==> src/rtl/ifu_fetch_if.sv <==
// Instruction-memory request/acknowledge bus between the fetch stage and imem.
// Address is held stable by the master for as long as req is high.
interface ifu_fetch_if;
  logic        imem_req;
  logic [31:0] imem_addr;
  logic        imem_ack;
  logic [31:0] imem_rdata;

  modport master (
    output imem_req,
    output imem_addr,
    input  imem_ack,
    input  imem_rdata
  );

  modport slave (
    input  imem_req,
    input  imem_addr,
    output imem_ack,
    output imem_rdata
  );
endinterface

==> src/rtl/ifu_fetch.sv <==
// Fetch / next-PC stage: fetches one word per request into IR, and on update computes the next PC with a one-cycle PC write strobe.
// Fetch: req from the cycle after fetch_en, IR valid the cycle after ack; memory stalls are absorbed by waiting in REQ indefinitely.
module ifu_fetch #(
  parameter logic [31:0] RESET_PC = 32'h0000_3000
) (
  input  logic         clk,
  input  logic         rst,
  input  logic [31:0]  pc_in_i,
  input  logic         fetch_en_i,
  input  logic         upd_en_i,
  input  logic [1:0]   npc_sel_i,
  input  logic         branch_taken_i,
  input  logic [31:0]  rs_data_i,
  ifu_fetch_if.master  imem,
  output logic [31:0]  ir_o,
  output logic         ir_valid_o,
  output logic         fetch_err_o,
  output logic [31:0]  pc_next_o,
  output logic         pc_wr_o,
  output logic         busy_o
);

  typedef enum logic [1:0] {
    IDLE = 2'd0,
    REQ  = 2'd1,
    DONE = 2'd2
  } state_t;

  state_t      state_q, state_d;
  logic [31:0] ir_q, ir_d;
  logic [31:0] pc4_q, pc4_d;
  logic [31:0] pc_next_q, pc_next_d;
  logic [31:0] addr_q, addr_d;
  logic        pc_wr_q, pc_wr_d;
  logic        fetch_err_q, fetch_err_d;

  logic [31:0] br_off;
  logic [31:0] npc;

  // Branch displacement is in words relative to the instruction after the branch.
  assign br_off = {{14{ir_q[15]}}, ir_q[15:0], 2'b00};

  always_comb begin
    npc = pc4_q;
    case (npc_sel_i)
      2'b00:   npc = pc4_q;
      2'b01:   npc = branch_taken_i ? (pc4_q + br_off) : pc4_q;
      2'b10:   npc = {pc4_q[31:28], ir_q[25:0], 2'b00};
      default: npc = rs_data_i;
    endcase
  end

  always_comb begin
    state_d     = state_q;
    ir_d        = ir_q;
    pc4_d       = pc4_q;
    pc_next_d   = pc_next_q;
    addr_d      = addr_q;
    pc_wr_d     = 1'b0;
    fetch_err_d = 1'b0;
    case (state_q)
      IDLE: begin
        // An update request takes priority and drops a concurrent fetch.
        if (upd_en_i) begin
          pc_next_d = npc;
          pc_wr_d   = 1'b1;
        end else if (fetch_en_i) begin
          if (pc_in_i[1:0] == 2'b00) begin
            addr_d  = pc_in_i;
            state_d = REQ;
          end else begin
            fetch_err_d = 1'b1;
          end
        end
      end
      REQ: begin
        if (imem.imem_ack) begin
          ir_d    = imem.imem_rdata;
          pc4_d   = addr_q + 32'd4;
          state_d = DONE;
        end
      end
      DONE:    state_d = IDLE;
      default: state_d = IDLE;
    endcase
  end

  always_ff @(posedge clk) begin
    if (rst) begin
      state_q     <= IDLE;
      ir_q        <= 32'd0;
      pc4_q       <= RESET_PC + 32'd4;
      pc_next_q   <= RESET_PC;
      addr_q      <= RESET_PC;
      pc_wr_q     <= 1'b0;
      fetch_err_q <= 1'b0;
    end else begin
      state_q     <= state_d;
      ir_q        <= ir_d;
      pc4_q       <= pc4_d;
      pc_next_q   <= pc_next_d;
      addr_q      <= addr_d;
      pc_wr_q     <= pc_wr_d;
      fetch_err_q <= fetch_err_d;
    end
  end

  assign imem.imem_req  = (state_q == REQ);
  assign imem.imem_addr = addr_q;
  assign ir_o           = ir_q;
  assign ir_valid_o     = (state_q == DONE);
  assign fetch_err_o    = fetch_err_q;
  assign pc_next_o      = pc_next_q;
  assign pc_wr_o        = pc_wr_q;
  assign busy_o         = (state_q != IDLE);

endmodule

==> src/flat_wrapper.sv <==
// flat-port wrapper written by rule: the top's interface ports become plain ports
module ifu_fetch_flat 
#(
  parameter logic [31:0] RESET_PC = 32'h0000_3000
)
  (clk, rst, pc_in_i, fetch_en_i, upd_en_i, npc_sel_i, branch_taken_i, rs_data_i, ir_o, ir_valid_o, fetch_err_o, pc_next_o, pc_wr_o, busy_o, imem_imem_req, imem_imem_addr, imem_imem_ack, imem_imem_rdata);
  ifu_fetch_if imem_i ();
  input  logic clk;
  input  logic rst;
  input  logic [31:0] pc_in_i;
  input  logic fetch_en_i;
  input  logic upd_en_i;
  input  logic [1:0] npc_sel_i;
  input  logic branch_taken_i;
  input  logic [31:0] rs_data_i;
  output logic [31:0] ir_o;
  output logic ir_valid_o;
  output logic fetch_err_o;
  output logic [31:0] pc_next_o;
  output logic pc_wr_o;
  output logic busy_o;
  output wire logic [$bits(imem_i.imem_req)-1:0] imem_imem_req;
  output wire logic [$bits(imem_i.imem_addr)-1:0] imem_imem_addr;
  input wire logic [$bits(imem_i.imem_ack)-1:0] imem_imem_ack;
  input wire logic [$bits(imem_i.imem_rdata)-1:0] imem_imem_rdata;
  assign imem_imem_req = imem_i.imem_req;
  assign imem_imem_addr = imem_i.imem_addr;
  assign imem_i.imem_ack = imem_imem_ack;
  assign imem_i.imem_rdata = imem_imem_rdata;
  ifu_fetch #(.RESET_PC(RESET_PC)) u_core (.clk(clk), .rst(rst), .pc_in_i(pc_in_i), .fetch_en_i(fetch_en_i), .upd_en_i(upd_en_i), .npc_sel_i(npc_sel_i), .branch_taken_i(branch_taken_i), .rs_data_i(rs_data_i), .imem(imem_i), .ir_o(ir_o), .ir_valid_o(ir_valid_o), .fetch_err_o(fetch_err_o), .pc_next_o(pc_next_o), .pc_wr_o(pc_wr_o), .busy_o(busy_o));
endmodule
==> config.mk <==
export PLATFORM = sky130hd
export DESIGN_NAME = ifu_fetch_flat
export DESIGN_NICKNAME = d
export VERILOG_FILES = /design/src/rtl/ifu_fetch_if.sv /design/src/rtl/ifu_fetch.sv /design/src/flat_wrapper.sv
export SDC_FILE = /design/constraint.sdc
export NUM_CORES = 1
export LEC_CHECK = 0
export CAP_MARGIN = 20
export CORE_UTILIZATION = 52
export CTS_BUF_LIST = sky130_fd_sc_hd__clkbuf_16
export DETAILED_ROUTE_END_ITERATION = 7
export PLACE_DENSITY = 0.86
export SLEW_MARGIN = 20
export SYNTH_ARGS = -nofsm -noshare
export SYNTH_HDL_FRONTEND = slang
export SYNTH_SLANG_ARGS = --single-unit
==> constraint.sdc <==
create_clock -name clk -period 7.7 [get_ports clk]
set_clock_uncertainty 0.05 [all_clocks]
set_input_delay 1.925 -clock clk [delete_from_list [all_inputs] [get_ports clk]]
set_output_delay 1.925 -clock clk [all_outputs]
set_load 0.01 [all_outputs]
==> out/qor_table.md <==
| Step | Parameter | Reported |
|---|---|---|
| status | Status | completed |
| synthesis | Number of library cell types mapped by synthesis | 63 |
| global route | Pin count of the biggest net entering global routing | 91 |
| placed design | Final weighted congestion of routability-driven global placement | 0.9298 |
| floorplanning | Floorplan die width | 120.5 um |
| clock network | Clock tree from TritonCTS | yes |
| finish | Area Overhead vs Synth | 36.65% |
| worst setup path | R2R Path End | u_core.pc_next_o[31] |
| power and ir drop | Clk network pwr share | 46.1% |
| drt | First-pass detailed-route iteration total | 5 |
| finish | Number of fill cells | 1060 |
| sta | Fmax achieved | 236.0 MHz |
| synthesis | Warning count from the yosys run | 0 |
| clock network | Cts hold-fix bufs | 0 |
| worst setup path | Slowest library cell on the worst path | nand2_1 |
| worst setup path | Worst setup path category | input port to register |
| global route | Vias in the first global route | 7266 |
| sta | Hold violation count in the final report | 0 |
| synthesis | Most used flip-flop cell after synthesis | dfxtp_1 |
| worst setup path | Arrival time of data at the critical path endpoint | 4.53 ns |
| finish | N_diodes | 0 |
| worst setup path | Worst reg-to-reg path cell count | 10 |
| clock network | Maximum level of the CTS H-tree | 4 |
| finish | Ratio of cells with drive above 1 in the final layout | 4.565% |
| synthesis | Synthesized flop and latch total | 132 |
| floorplanning | Total core area | 0.01345 sq mm |
| sta | Final setup fails | 0 |
| power and ir drop | Leakage power figure | 3.661 nW |
| sta | Part of the cycle the worst path needs | 55.03% |
| worst setup path | Cells along the critical path | clkdlybuf4s50_1 -> buf_4 -> nand2_1 -> buf_4 -> o311a_1 -> a211oi_1 -> a21oi_1 -> nor2_1 |
| global route | Global-route total usage across every layer | 30.70% |
| clock network | Resized cells post-CTS | 0 |
| synthesis | Sequential share of the synthesized area | 36.20% |
| clock network | Total clock buffers created by CTS | 17 |
| power and ir drop | Power density cells | 171.4 mW/mm^2 |
| power and ir drop | Logic pwr share | 11.8% |
| worst setup path | Worst reg2reg startpoint | u_core.ir_o[15] |
| worst setup path | Critical Path Start Type | input port |
| synthesis | Netlist Area Pre-Place | 0.007300 sq mm |
| worst setup path | Most repeated library cell on the critical path | buf_4 |
| sta | Setup TNS Final | 0 ns |
| drt | Number of DRC markers after the initial detailed-route iteration | 546 |
| synthesis | Number of flops mapped to enable cells by yosys | 0 |
| drt | Vias per cell | 5.706 |
| power and ir drop | Design Power | 1.710 mW |
| floorplanning | Overall die area | 0.01452 sq mm |
| drt | Routed wire length | 21800 um |
| placed design | DP Worst Slack | 3.129 ns |
| global route | Total gr overflow | 0 |
| clock network | Bufs on Longest Clock Path | 2 |
| floorplanning | Number of top-level design ports | 205 |
| global route | Antenna violations before repair | 0 |
| clock network | Library cell used as clock root buffer | clkbuf_16 |
| sta | Min Clock Period, post-route | 4.237 ns |
| worst setup path | Nature of the critical path endpoint | register |
| worst setup path | CP Max Fanout | 30 |
| sta | Final slew viol count | 0 |
| drt | Avg WL per Cell | 16.58 um |
| worst setup path | Start point of the critical path | npc_sel_i[0] |
| power and ir drop | Internal Power | 1.308 mW |
| power and ir drop | Net switching power of the design | 402.1 uW |
| sta | Worst Tran Pin Value | 1.008 ns |
| flow run | Max cap viols | 0 |
| power and ir drop | Highest ir drop seen on vdd | 0.1420 mV |
| drt | Drt drc | 0 |
| clock network | Latest clock arrival within the worst-skew pair | 0.41 ns |
| clock network | TritonCTS sink count | 132 |
| synthesis | Mean instance size in the synthesized netlist | 7.635 sq um |
| placed design | Number of buffer cells added on primary ports | 204 |
| placed design | HPWL after DPL | 15380 um |
| floorplanning | Die span in y | 120.5 um |
| drt | Via count | 7503 |
| finish | Highest-count cells in the layout ignoring fill and taps | clkdlybuf4s50_1, nand2_1, dfxtp_1 |
| worst setup path | Required @ worst endpoint | 7.99 ns |
| finish | Most common library cell in the layout ignoring fill and taps | clkdlybuf4s50_1 |
| sta | Unrepaired setup endpoints after global routing | false |
| clock network | Register clock-pin slew on the reported worst setup and hold paths | 0.06 ns |
| global route | Global-route wire length before repair | 35380 um |
| sta | Worst relative slew slack | 32.77% |
| power and ir drop | Share of total power consumed by net switching | 23.52% |
| floorplanning | Number of rows in the core area | 42 |
| synthesis | Share of flip-flops with an asynchronous set or reset after synthesis | 0% |
| worst setup path | Flop2flop setup slack | 4.44 ns |
| drt | Detail Route Antenna Nets | 0 |
| synthesis | Mapped Nets | 1091 |
| floorplanning | Starting Density | 54.26% |
| sta | Post-route worst setup slack | 3.463 ns |
| synthesis | Gate count after technology mapping | 956 |
| worst setup path | CP peak stage delay | 0.51 ns |
| power and ir drop | Part of the total power dissipated in sequential elements | 42.1% |
| worst hold path | Worst hold path class | register to register |
| clock network | Post-CTS repair timing setup buffer count | 0 |
| worst setup path | End of the critical path | u_core.pc_next_o[6] |
| finish | Final-stage net count | 1263 |
| sta | Hold slack final | 0.3988 ns |
## cell usage after synthesis (4+ instances only)
| master | instances | area (sq um) |
|---|---|---|
| or3_1 | 9 | 56.30 |
| o21ai_0 | 41 | 205.2 |
| nor3_1 | 19 | 95.09 |
| nor2_1 | 86 | 322.8 |
| a31oi_1 | 5 | 31.28 |
| a221o_1 | 4 | 40.04 |
| a21oi_1 | 121 | 605.6 |
| nand3_1 | 20 | 100.1 |
| inv_1 | 14 | 52.55 |
| dfxtp_1 | 132 | 2643 |
| nor2b_1 | 7 | 43.79 |
| and3_1 | 7 | 43.79 |
| o211ai_1 | 8 | 60.06 |
| ha_1 | 30 | 375.4 |
| clkbuf_1 | 55 | 206.5 |
| a311oi_1 | 7 | 61.31 |
| xor2_1 | 23 | 201.4 |
| a211oi_1 | 35 | 262.8 |
| a221oi_1 | 4 | 35.03 |
| a21o_1 | 11 | 82.58 |
| and2_1 | 6 | 37.54 |
| nand3b_1 | 7 | 52.55 |
| xnor2_1 | 18 | 157.7 |
| nand2_1 | 195 | 732.0 |
| mux2i_1 | 24 | 240.2 |
| nand2b_1 | 9 | 56.30 |
## state kept, by name (all words and copies together) (netlist names)
register / flops
u_core.ir_o: 32
u_core.pc4_q: 32
u_core.state_q: 2
u_core.imem.imem_addr: 32
u_core.pc_wr_o: 1
u_core.fetch_err_o: 1
u_core.pc_next_o: 32
## layer usage
metal	up-vias	GRT usage, %	wire [um]
li1	3712	-	-
met4	0	11.73	494
met3	48	7.406	1826
met5	-	0	0
met2	312	48.13	9722
met1	3431	40.69	9753
## final cells by class
| cell class | instances | area [sq um] | share of cell area (%) |
|---|---|---|---|
| Clock buffer | 17 | 425.4 | 4.265 |
| Inverter | 14 | 52.55 | 0.5268 |
| Timing Repair Buffer | 213 | 2107 | 21.12 |
| Clock inverter | 13 | 143.9 | 1.443 |
| Sequential cell | 132 | 2643 | 26.49 |
| Tap cell | 176 | 220.2 | 2.208 |
| Multi-Input combinational cell | 750 | 4383 | 43.94 |
## cells by family (layout without fill, tap and decap cells)
group	count (synthesis)	in the layout	synth area share, %
AO/OA/AOI/OAI	270	270	23.00
XOR/XNOR	41	41	4.919
adder cells (fa/ha/maj)	31	31	5.417
buffers and inverters	74	257	3.840
flip-flops	132	132	36.20
multiplexers	25	25	3.445
AND/OR/NAND/NOR	383	383	23.17
## critical path, delay by kind of cell
family                 cells  cell delay [ns]
and+or+nand+nor            2             0.62
buffers and inverters      3             1.23
AOI/OAI and AO/OA          3             0.71
## metrics by stage
step / area [sq um] / util (%) / instances
finish: 9975 / 74.14 / 1315
floorplan: 7300 / - / 956
CTS: 9975 / 74.14 / 1315
global placement: 9405 / 69.91 / 1285
detailed placement: 9405 / 69.91 / 1285
global route: 9975 / 74.14 / 1315
## power groups by stage
stage / clock network [mW] / registers [mW] / logic, mW
2_1_floorplan: 0 / 0.736 / 0.0850
3_3_place_gp: 0 / 0.733 / 0.196
3_5_place_dp: 0 / 0.733 / 0.199
4_1_cts: 0.795 / 0.719 / 0.201
5_1_grt: 0.831 / 0.721 / 0.218
6_report: 0.789 / 0.719 / 0.202
## worst min-delay path by stage
stage / from / to / cells past startpoint
after global placement: u_core.pc_next_o[11] / u_core.pc_next_o[11] / 2
final: u_core.pc_next_o[24] / u_core.pc_next_o[24] / 2
after detailed placement: u_core.pc_next_o[11] / u_core.pc_next_o[11] / 2
after floorplan: u_core.pc4_q[0] / u_core.pc4_q[0] / 2
after CTS: u_core.pc_next_o[24] / u_core.pc_next_o[24] / 2
after global routing: u_core.pc_next_o[24] / u_core.pc_next_o[24] / 2
Power figures use the tool's default switching activity.
